$ cat config.mk
export PLATFORM = sky130hd
export DESIGN_NAME = decoder_scan_ctrl
export DESIGN_NICKNAME = d
export VERILOG_FILES = /design/src/rtl/decoder_scan_ctrl_pkg.sv /design/src/rtl/decoder_scan_ctrl_scan_next_sel.sv /design/src/rtl/decoder_scan_ctrl.sv
export SDC_FILE = /design/constraint.sdc
export NUM_CORES = 1
export LEC_CHECK = 0
export ABC_CLOCK_PERIOD_IN_PS = 2500
export CAP_MARGIN = 20
export CORE_AREA = 2 2 51 53
export CTS_CLUSTER_SIZE = 16
export DETAILED_ROUTE_END_ITERATION = 12
export DIE_AREA = 0 0 53 55
export GPL_TIMING_DRIVEN = 0
export PLACE_DENSITY = 0.77
export SYNTH_ARGS = -nofsm -noshare
export SYNTH_HDL_FRONTEND = slang
export SYNTH_SLANG_ARGS = --single-unit
$ cat constraint.sdc
create_clock -name clk -period 2.5 [get_ports clk]
set_clock_uncertainty 0.1 [all_clocks]
set_input_delay 0.5 -clock clk [delete_from_list [all_inputs] [get_ports clk]]
set_output_delay 0.5 -clock clk [all_outputs]
set_load 0.05 [all_outputs]
$ cat src/rtl/decoder_scan_ctrl_pkg.sv
// Shared definitions for the decoder line-scan sequencer.
// Holds the FSM encoding and the decoder geometry.
// No logic; imported by the scanner top and its helper.
package decoder_scan_ctrl_pkg;

  localparam int NUM_LINES = 8;
  localparam int SEL_W     = 3;

  typedef enum logic [1:0] {
    ST_IDLE   = 2'd0,
    ST_ACTIVE = 2'd1,
    ST_GAP    = 2'd2
  } state_t;

endpackage

$ cat src/rtl/decoder_scan_ctrl_scan_next_sel.sv
// Finds the next enabled decoder line: lowest set index above cur, or lowest overall.
// Latency: purely combinational, zero cycles.
// Backpressure: none; result is valid whenever inputs are stable.
module scan_next_sel
  import decoder_scan_ctrl_pkg::*;
(
  input  logic [NUM_LINES-1:0] mask,
  input  logic [SEL_W-1:0]     cur,
  input  logic                 from_start,
  output logic [SEL_W-1:0]     nxt,
  output logic                 found
);

  // Scan from the top down so the lowest qualifying index is the last one written.
  always_comb begin
    nxt   = '0;
    found = 1'b0;
    for (int i = NUM_LINES - 1; i >= 0; i--) begin
      if (mask[i] && (from_start || (SEL_W'(i) > cur))) begin
        nxt   = SEL_W'(i);
        found = 1'b1;
      end
    end
  end

endmodule

$ cat src/rtl/decoder_scan_ctrl.sv
// Scans the 3-to-8 decoder lines in ascending order with en-low blanking between lines.
// Latency: en rises one clock after start is sampled; done pulses one clock after the last line.
// Backpressure: none; start is ignored while a frame runs, abort stops at once.
module decoder_scan_ctrl
  import decoder_scan_ctrl_pkg::*;
#(
  parameter int DWELL = 4,
  parameter int BLANK = 1
) (
  input  logic                 clk,
  input  logic                 rst,
  input  logic                 start,
  input  logic                 abort,
  input  logic                 cont,
  input  logic [NUM_LINES-1:0] mask,
  output logic [SEL_W-1:0]     sel,
  output logic                 en,
  output logic                 busy,
  output logic                 done
);

  localparam int CNT_MAX = (DWELL > BLANK) ? DWELL : BLANK;
  localparam int CNT_W   = $clog2(CNT_MAX + 1);

  state_t               state_q, state_d;
  logic [CNT_W-1:0]     cnt_q, cnt_d;
  logic [NUM_LINES-1:0] mask_q, mask_d;
  logic [SEL_W-1:0]     sel_q, sel_d;
  logic                 en_q, busy_q, done_q;
  logic                 done_d;

  logic [SEL_W-1:0]     adv_nxt, start_nxt;
  logic                 adv_found, start_found;
  logic                 dwell_last, blank_last;

  // Next line within the frame, taken from the latched mask.
  scan_next_sel u_adv (
    .mask       (mask_q),
    .cur        (sel_q),
    .from_start (1'b0),
    .nxt        (adv_nxt),
    .found      (adv_found)
  );

  // First line of a new frame, taken from the live mask input (start or wrap).
  scan_next_sel u_first (
    .mask       (mask),
    .cur        (sel_q),
    .from_start (1'b1),
    .nxt        (start_nxt),
    .found      (start_found)
  );

  assign dwell_last = (cnt_q == CNT_W'(DWELL - 1));
  assign blank_last = (cnt_q == CNT_W'(BLANK - 1));

  // Next-state, counter, mask latch and select update; abort overrides the normal flow.
  always_comb begin
    state_d = state_q;
    cnt_d   = cnt_q;
    mask_d  = mask_q;
    sel_d   = sel_q;
    done_d  = 1'b0;
    case (state_q)
      ST_IDLE: begin
        if (start) begin
          if (start_found) begin
            mask_d  = mask;
            sel_d   = start_nxt;
            cnt_d   = '0;
            state_d = ST_ACTIVE;
          end else begin
            done_d = 1'b1;
          end
        end
      end
      ST_ACTIVE: begin
        if (dwell_last) begin
          cnt_d = '0;
          if (adv_found) begin
            sel_d   = adv_nxt;
            state_d = ST_GAP;
          end else if (cont) begin
            // Wrap: the mask is refreshed from the input at every frame boundary.
            mask_d = mask;
            if (start_found) begin
              sel_d   = start_nxt;
              state_d = ST_GAP;
            end else begin
              state_d = ST_IDLE;
              done_d  = 1'b1;
            end
          end else begin
            state_d = ST_IDLE;
            done_d  = 1'b1;
          end
        end else begin
          cnt_d = cnt_q + CNT_W'(1);
        end
      end
      ST_GAP: begin
        if (blank_last) begin
          cnt_d   = '0;
          state_d = ST_ACTIVE;
        end else begin
          cnt_d = cnt_q + CNT_W'(1);
        end
      end
      default: begin
        cnt_d   = '0;
        state_d = ST_IDLE;
      end
    endcase
    if (abort) begin
      state_d = ST_IDLE;
      cnt_d   = '0;
      mask_d  = mask_q;
      sel_d   = sel_q;
      done_d  = 1'b0;
    end
  end

  // State, counter and registered outputs; en/busy are decoded from the next state.
  always_ff @(posedge clk) begin
    if (rst) begin
      state_q <= ST_IDLE;
      cnt_q   <= '0;
      mask_q  <= '0;
      sel_q   <= '0;
      en_q    <= 1'b0;
      busy_q  <= 1'b0;
      done_q  <= 1'b0;
    end else begin
      state_q <= state_d;
      cnt_q   <= cnt_d;
      mask_q  <= mask_d;
      sel_q   <= sel_d;
      en_q    <= (state_d == ST_ACTIVE);
      busy_q  <= (state_d != ST_IDLE);
      done_q  <= done_d;
    end
  end

  assign sel  = sel_q;
  assign en   = en_q;
  assign busy = busy_q;
  assign done = done_q;

endmodule
==> results_dict.tcl, run 1 <==
set metrics [dict create \
    cts_setup_buffers 0 \
    cpPeakStageDelay_ns 0.50 \
    startpoint_type "primary input" \
    antenna_found_initial 0 \
    synth_edf_count 0 \
    period_minus_slack_ns 2.34 \
    first_iter_violations 32 \
    cts-root-buf "clkbuf_4" \
    insertion_delay_ns 0.29 \
    synth_compound_area_share_pct 23.4 \
    max_cap_violations 0 \
    end_kind "flop" \
    cp.depth 8 \
    crit_type "in -> reg" \
    drt-total-wl_mm 2.73 \
    cp.arrival_ns 2.41 \
    die-area_mm2 0.00292 \
    portBuffers 17 \
    syn_area_mm2 0.00122 \
    initial_core_util_pct 51.6 \
    grt_pass1_wl_mm 4.46 \
    n_fill_cell 214 \
    ant_nets 0 \
    min-delay-start "cnt_q[2]" \
    antenna_cells 0 \
    reg2reg_slack_ns 0.20 \
    power.total_uw 625 \
    min_path_type "reg -> reg" \
    cts_tree "built" \
    worst_pin_slew_ns 0.521 \
    synthSimpleGateAreaFrac_pct 23.2 \
    synth_cells 150 \
    htree_levels 1 \
    die_height_um 55 \
    r2r-start "sel[2]" \
    power_frac_seq_pct 49.5 \
    fin_crit_sh_pct 93.7 \
    stdcell_count 200 \
    groute.usage.overall_pct 20.8 \
    grt_setup_unrepaired "no" \
    fmax_mhz 427 \
    crit_buf_inv 2 \
    powerDensity_mw_per_mm2 421 \
    status "finished clean" \
    synth_mux_area_share_pct 8.21 \
    dpl.hpwl_mm 2.08 \
    fp.dieW_um 53 \
    whs_ns 0.424 \
    p_sw_uw 194 \
    area_growth_pct 21.5 \
    cp.required_ns 2.57 \
    synth_top_family_by_area "compound AO/OA/AOI/OAI gates" \
    ys_seq_area_share_pct 29.5 \
    r2r-end "mask_q[2]" \
    grt-ovfl-total 0 \
    io_pins 19 \
    min_to "cnt_q[2]" \
    vias 1150 \
    p_leak_nw 0.599 \
    hold_path_depth 2 \
    crit_slowest_cell "clkdlybuf4s50_1" \
    drt-met1-wl_mm 1.30 \
    place_congestion 0.917 \
    syn_area_per_cell_um2 8.13 \
    wire_per_inst_um 13.6 \
    std_cell_rows 18 \
    cts_resized 3 \
    wl_met2_mm 1.30 \
    clock_path_buffers 2 \
    switching_share_pct 31.1 \
    r2r_cells 8 \
    combPwrFrac_pct 27.7 \
    fin_util_pct 62.7 \
    async_reset_ff_share_pct 0 \
    placed_cells 197 \
    grt_pass1_vias 1036 \
    yosysUniqueCellTypes 45 \
    path_max_fanout 8 \
    ys_ff_latch 18 \
    first_pass_iters 4 \
    drive_above_1_share_pct 8.24 \
    power.internal_uw 430 \
    ys.flop_type "dfxtp_1" \
    top_layer "met4" \
    ys_warn_count 0 \
    drv_slew 0 \
    pwr-share-clk_pct 22.9 \
    cts_buffers 3 \
    layout_common_cells "dfxtp_1 (18), clkdlybuf4s50_1 (17), inv_1 (14), nor2_1 (14), mux2i_1 (10)" \
    cts_sinks 18 \
    crit_chain "clkdlybuf4s50_1 -> nor4_2 -> nand2_1 -> a21boi_4 -> or4_1 -> buf_6 -> mux2i_1 -> nor2_1" \
    drc_errors 0 \
    max_slew_margin_pct 64.9 \
    finalHoldViolations 0 \
    hold_buffers 0 \
    tns_ns 0 \
    critPathTopFamily "simple AND/OR/NAND/NOR gates" \
    synthAdderAreaFrac_pct 8.21 \
    met3WireLength_um 106 \
    syn-num-nets 171 \
    synth-xor-area-share_pct 0 \
    vias_per_cell 5.75 \
    nNetsFinal 193 \
    layout_commonest_cell "dfxtp_1" \
    grt_max_degree 11 \
    max-vdd-ir-drop_v 0.000297 \
    coreArea_mm2 0.00236 \
    setup_viol 0 \
    path_clk_slew_ns 0.10 \
]
[cell usage after synthesis (2+ instances only)]
master / instances / area share (%)
clkbuf_1: 2 / 0.62
nand2_1: 9 / 2.8
nor2b_1: 2 / 1.0
nand3_1: 3 / 1.2
inv_1: 14 / 4.3
dfxtp_1: 18 / 30
nand3b_1: 2 / 1.2
nor2_1: 14 / 4.3
a21boi_1: 2 / 1.2
nor3_1: 7 / 2.9
nand2b_1: 5 / 2.6
o21ai_0: 4 / 1.6
o22ai_1: 2 / 1.0
o21ai_1: 3 / 1.2
ha_1: 8 / 8.2
a21oi_1: 9 / 3.7
a211oi_1: 4 / 2.5
and3_1: 2 / 1.0
nor4_1: 3 / 1.5
and2_1: 2 / 1.0
mux2i_1: 10 / 8.2
o31ai_1: 2 / 1.2
[flip-flops by register name (all words and copies together), names as in the netlist]
signal,cells
mask_q,7
state_q,2
busy,1
en,1
sel,3
cnt_q,3
done,1
[tightest hold or removal path: cells and delay by family (launching register included)]
family	cells	cell delay, ns
AO/OA/AOI/OAI	1	0.06
flip-flops	1	0.36
AND/OR/NAND/NOR	1	0.07
[routing by layer]
metal / up-vias / track usage (%)
met4: 0 / 8.97
met5: - / 0
li1: 583 / -
met3: 2 / 3.49
met1: 537 / 27.6
met2: 28 / 33.5
[metrics by stage]
| stage | cell area [um^2] | setup WS, ns |
|---|---|---|
| after floorplan | 1220 | 0.0156 |
| after global placement | 1430 | -0.492 |
| after detailed placement | 1430 | -0.561 |
| after CTS | 1470 | 0.0766 |
| after global routing | 1480 | 0.0198 |
| final | 1480 | 0.158 |
[power groups by stage]
stage | clock [mW] | combinational [mW] | sequential [mW]
detailed placement | 0 | 0.167 | 0.315
global placement | 0 | 0.164 | 0.315
finish | 0.143 | 0.173 | 0.309
global route | 0.162 | 0.187 | 0.311
floorplan | 0 | 0.100 | 0.327
CTS | 0.147 | 0.169 | 0.309
[worst max path at each step]
stage | startpoint | endpoint | slack, ns
after global placement | mask[4] | mask_q[1] | -0.49
after global routing | sel[2] | mask_q[4] | 0.02
after detailed placement | mask[4] | mask_q[3] | -0.56
after CTS | mask[4] | mask_q[3] | 0.08
final | mask[2] | mask_q[2] | 0.16
after floorplan | sel[0] | mask_q[7] | 0.02
[cells by family after synthesis]
logic type      after synthesis
mux                          10
buf+inv                      21
simple gates                 54
flops                        18
compound gates               39
fa+ha+maj                     8
[layout make-up]
cell class	count	area [um^2]	area share [%]
multi-input cells	111	801	54.0
clock buffers	3	22.5	1.52
plain buffers	6	35.0	2.36
repair buffers	17	170	11.5
flip-flops and latches	18	360	24.3
well taps	30	37.5	2.53
inverters	15	56.3	3.80
Note: power is estimated with default switching activity, not from simulation.
==> run 2, diff against run 1 <==
MAX_ROUTING_LAYER = met4   (was not set)
==> results_dict.tcl, run 2 (same netlist as run 1, synthesis figures left out) <==
set metrics [dict create \
    crit_type "in -> reg" \
    r2r_cells 8 \
    place_congestion 0.934 \
    groute.usage.overall_pct 21.4 \
    combPwrFrac_pct 27.7 \
    insertion_delay_ns 0.29 \
    nNetsFinal 193 \
    dpl.hpwl_mm 2.08 \
    cts_tree "built" \
    fin_util_pct 62.7 \
    grt_pass1_wl_mm 4.46 \
    drc_errors 0 \
    ant_nets 0 \
    switching_share_pct 31.1 \
    area_growth_pct 21.5 \
    setup_viol 0 \
    largest_reg_flops 7 \
    first_pass_iters 4 \
    cts_sinks 18 \
    crit_slowest_cell "clkdlybuf4s50_1" \
    power.internal_uw 430 \
    max_cap_violations 0 \
    drt-total-wl_mm 2.72 \
    fin_crit_sh_pct 93.0 \
    crit_chain "clkdlybuf4s50_1 -> nor4_2 -> nand2_1 -> a21boi_4 -> or4_1 -> buf_6 -> mux2i_1 -> nor2_1" \
    grt_max_degree 11 \
    p_leak_nw 0.599 \
    layout_common_cells "dfxtp_1 (18), clkdlybuf4s50_1 (17), inv_1 (14), nor2_1 (14), mux2i_1 (10)" \
    grt-ovfl-total 0 \
    cp.required_ns 2.57 \
    htree_levels 1 \
    cts_buffers 3 \
    io_pins 19 \
    crit_buf_inv 2 \
    cpPeakStageDelay_ns 0.50 \
    die-area_mm2 0.00292 \
    hold_buffers 0 \
    layout_commonest_cell "dfxtp_1" \
    min_path_type "reg -> reg" \
    p_sw_uw 195 \
    cts_setup_buffers 0 \
    wire_per_inst_um 13.6 \
    first_iter_violations 32 \
    worst_pin_slew_ns 0.522 \
    reg2reg_slack_ns 0.17 \
    largest_register "mask_q" \
    power_frac_seq_pct 49.4 \
    cp.depth 8 \
    vias_per_cell 5.76 \
    whs_ns 0.419 \
    path_max_fanout 8 \
    r2r-start "sel[2]" \
    fp.dieW_um 53 \
    vias 1151 \
    antenna_found_initial 0 \
    initial_core_util_pct 51.6 \
    antenna_cells 0 \
    r2r-end "mask_q[2]" \
    startpoint_type "primary input" \
    end_kind "flop" \
    powerDensity_mw_per_mm2 422 \
    max-vdd-ir-drop_v 0.000297 \
    path_clk_slew_ns 0.10 \
    clock_path_buffers 2 \
    coreArea_mm2 0.00236 \
    grt_pass1_vias 1037 \
    worstSetupEndpoint "mask_q[2]" \
    fin_area_mm2 0.00148 \
    drive_above_1_share_pct 8.24 \
    critPathTopFamily "simple AND/OR/NAND/NOR gates" \
    die_height_um 55 \
    status "finished clean" \
    cp.arrival_ns 2.40 \
    portBuffers 17 \
    pwr-share-clk_pct 22.9 \
    max_slew_margin_pct 64.8 \
    std_cell_rows 18 \
    setup.worst_path.start "mask[2]" \
    period_minus_slack_ns 2.33 \
    finalHoldViolations 0 \
    grt_setup_unrepaired "no" \
    cts-root-buf "clkbuf_4" \
    placed_area_mm2 0.00143 \
    drv_slew 0 \
    fmax_mhz 430 \
    power.total_uw 625 \
]
[run 2: final cells by class]
type | count | area (um^2)
plain buffers | 6 | 35.0
clock buffers | 3 | 22.5
fillers | 214 | 882
inverters | 15 | 56.3
multi-input cells | 111 | 801
flip-flops and latches | 18 | 360
well taps | 30 | 37.5
repair buffers | 17 | 170
[run 2: what timing repair did]
item / CTS / global route
setup endpoints to repair: 8 / 7
pin swaps: 0 / 0
resized for setup: 3 / 2
[run 2: worst min path at each step]
stage,from,end,slack [ns],cells after the start
finish,cnt_q[2],cnt_q[2],0.42,2
floorplan,cnt_q[2],cnt_q[2],0.36,2
CTS,cnt_q[2],cnt_q[2],0.42,2
global placement,cnt_q[2],cnt_q[2],0.38,2
detailed placement,cnt_q[2],cnt_q[2],0.41,2
global route,mask_q[2],mask_q[2],0.46,2
[run 2: per-stage QoR]
step / std cells / TNS, ns / worst slack, ns
3_5_place_dp: 197 / -5.59 / -0.561
5_1_grt: 200 / 0 / 0.0198
6_report: 200 / 0 / 0.175
3_3_place_gp: 197 / -4.70 / -0.492
4_1_cts: 200 / 0 / 0.0766
2_1_floorplan: 150 / 0 / 0.0156
[run 2: layer usage]
metal  up-vias  wire length [um]  track usage, %
met5         -                 0               -
met4         0                31            8.97
met3         4               143            3.49
met2        34              1240            33.5
met1       533              1300            27.6
li1        580                 -               -
[run 2: power by group through the flow]
stage	registers [mW]	logic (mW)	clock network (mW)
final	0.309	0.173	0.143
after global routing	0.311	0.187	0.162
after CTS	0.309	0.169	0.147
after detailed placement	0.315	0.167	0
after global placement	0.315	0.164	0
after floorplan	0.327	0.100	0
[run 2: worst register-to-register path: cells and delay by family (launching register included)]
family	cells	cell delay (ns)
muxes	1	0.14
and+or+nand+nor	3	0.68
buffers and inverters	2	0.52
DFF	1	0.41
AOI/OAI and AO/OA	2	0.35
==> run 3, diff against run 2 <==
CORE_AREA = 2 2 57 48   (was 2 2 51 53)
DIE_AREA = 0 0 59 50   (was 0 0 53 55)
SKIP_CTS_REPAIR_TIMING = 1   (was not set)
==> results_dict.tcl, run 3 (same netlist as run 1, synthesis figures left out) <==
set metrics [dict create \
    status "finished clean" \
    cts-root-buf "clkbuf_4" \
    drc_errors 0 \
    finalHoldViolations 0 \
    setup_viol 0 \
    path_max_fanout 8 \
    wire_per_inst_um 14.4 \
    cts_tree "built" \
    stdcell_count 198 \
    period_minus_slack_ns 2.38 \
    htree_levels 1 \
    crit_type "in -> reg" \
    critPathTopFamily "simple AND/OR/NAND/NOR gates" \
    io_pins 19 \
    cts_buffers 3 \
    place_congestion 0.865 \
    grt_max_degree 11 \
    area_growth_pct 21.8 \
    layout_common_cells "dfxtp_1 (18), clkdlybuf4s50_1 (17), inv_1 (14), nor2_1 (14), mux2i_1 (10)" \
    min_path_type "reg -> reg" \
    cts_sinks 18 \
    insertion_delay_ns 0.31 \
    p_leak_nw 0.601 \
    grt-ovfl-total 0 \
    drv_slew 0 \
    cp.required_ns 2.59 \
    cp.arrival_ns 2.47 \
    dpl.hpwl_mm 2.22 \
    first_iter_violations 27 \
    startpoint_type "primary input" \
    ant_nets 0 \
    path_clk_slew_ns 0.09 \
    largest_reg_flops 7 \
    fp.dieW_um 59 \
    end_kind "flop" \
    groute.usage.overall_pct 22.6 \
    vias_per_cell 5.90 \
    coreArea_mm2 0.00236 \
    first_pass_iters 5 \
    clock_path_buffers 2 \
    power.total_uw 668 \
    fin_crit_sh_pct 95.2 \
    cpPeakStageDelay_ns 0.50 \
    grt_pass1_wl_mm 4.85 \
    crit_buf_inv 2 \
    largest_register "mask_q" \
    drt-total-wl_mm 2.85 \
    antenna_cells 0 \
    grt_setup_unrepaired "no" \
    crit_chain "clkdlybuf4s50_1 -> nor4_2 -> nand2_1 -> a21boi_2 -> or4_1 -> buf_6 -> mux2i_1 -> nor2_1" \
    initial_core_util_pct 51.6 \
    max_slew_margin_pct 58.2 \
    powerDensity_mw_per_mm2 449 \
    max-vdd-ir-drop_v 0.000382 \
    die-area_mm2 0.00295 \
    die_height_um 50 \
    vias 1168 \
    grt_pass1_vias 1073 \
    layout_commonest_cell "dfxtp_1" \
    max_cap_violations 0 \
    crit_slowest_cell "clkdlybuf4s50_1" \
    worst_pin_slew_ns 0.620 \
    nNetsFinal 193 \
    std_cell_rows 16 \
    antenna_found_initial 0 \
    drive_above_1_share_pct 9.36 \
    fmax_mhz 420 \
    portBuffers 17 \
    placed_cells 194 \
]
-- run 3: report_power, final --
part / internal (mW) / leakage (nW) / total [mW] / switching (mW)
combinational: 0.0755 / 0.434 / 0.173 / 0.0976
clock: 0.0891 / 0.0210 / 0.184 / 0.0950
sequential: 0.298 / 0.146 / 0.310 / 0.0121
total: 0.463 / 0.601 / 0.668 / 0.205
-- run 3: metrics by stage --
step           instance area (um^2)  utilization (%)  worst slack [ns]  hold slack [ns]  setup TNS, ns
6_report                       1490             62.9             0.121            0.419              0
5_1_grt                        1490             62.9            0.0125            0.453              0
4_1_cts                        1460             61.8            -0.187            0.426          -1.14
3_5_place_dp                   1420             60.3            -0.499            0.410          -4.62
3_3_place_gp                   1420             60.3            -0.474            0.377          -4.55
2_1_floorplan                  1220                -            0.0156            0.359              0
-- run 3: final cells by class --
cell class	count	area (um^2)
fillers	212	876
multi-input cells	111	793
flip-flops and latches	18	360
repair buffers	17	170
inverters	15	56.3
clock buffers	4	36.3
plain buffers	6	36.3
well taps	27	33.8
-- run 3: worst paths after layout --
| path | slack (ns) | end | cells after the start | startpoint |
|---|---|---|---|---|
| worst max register to register | 0.22 | mask_q[7] | 7 | sel[2] |
| worst min register to register | 0.42 | cnt_q[2] | 2 | cnt_q[2] |
| worst max-delay path | 0.12 | mask_q[7] | 8 | mask[2] |
| worst min-delay path | 0.42 | cnt_q[2] | 2 | cnt_q[2] |
-- run 3: worst register-to-register path, stage by stage (launching register included) --
cell,delay [ns]
dfxtp_1,0.43
o21ba_2,0.21
and4bb_1,0.33
a31oi_2,0.16
or4_1,0.55
buf_6,0.17
mux2i_1,0.17
nor2_1,0.06
-- run 3: routing by layer --
| layer | GRT usage, % | wire length, um | up-vias |
|---|---|---|---|
| met1 | 31.3 | 1380 | 532 |
| met4 | 6.44 | 31 | 0 |
| met2 | 32.4 | 1260 | 45 |
| met5 | - | 0 | - |
| li1 | - | - | 586 |
| met3 | 5.77 | 180 | 5 |
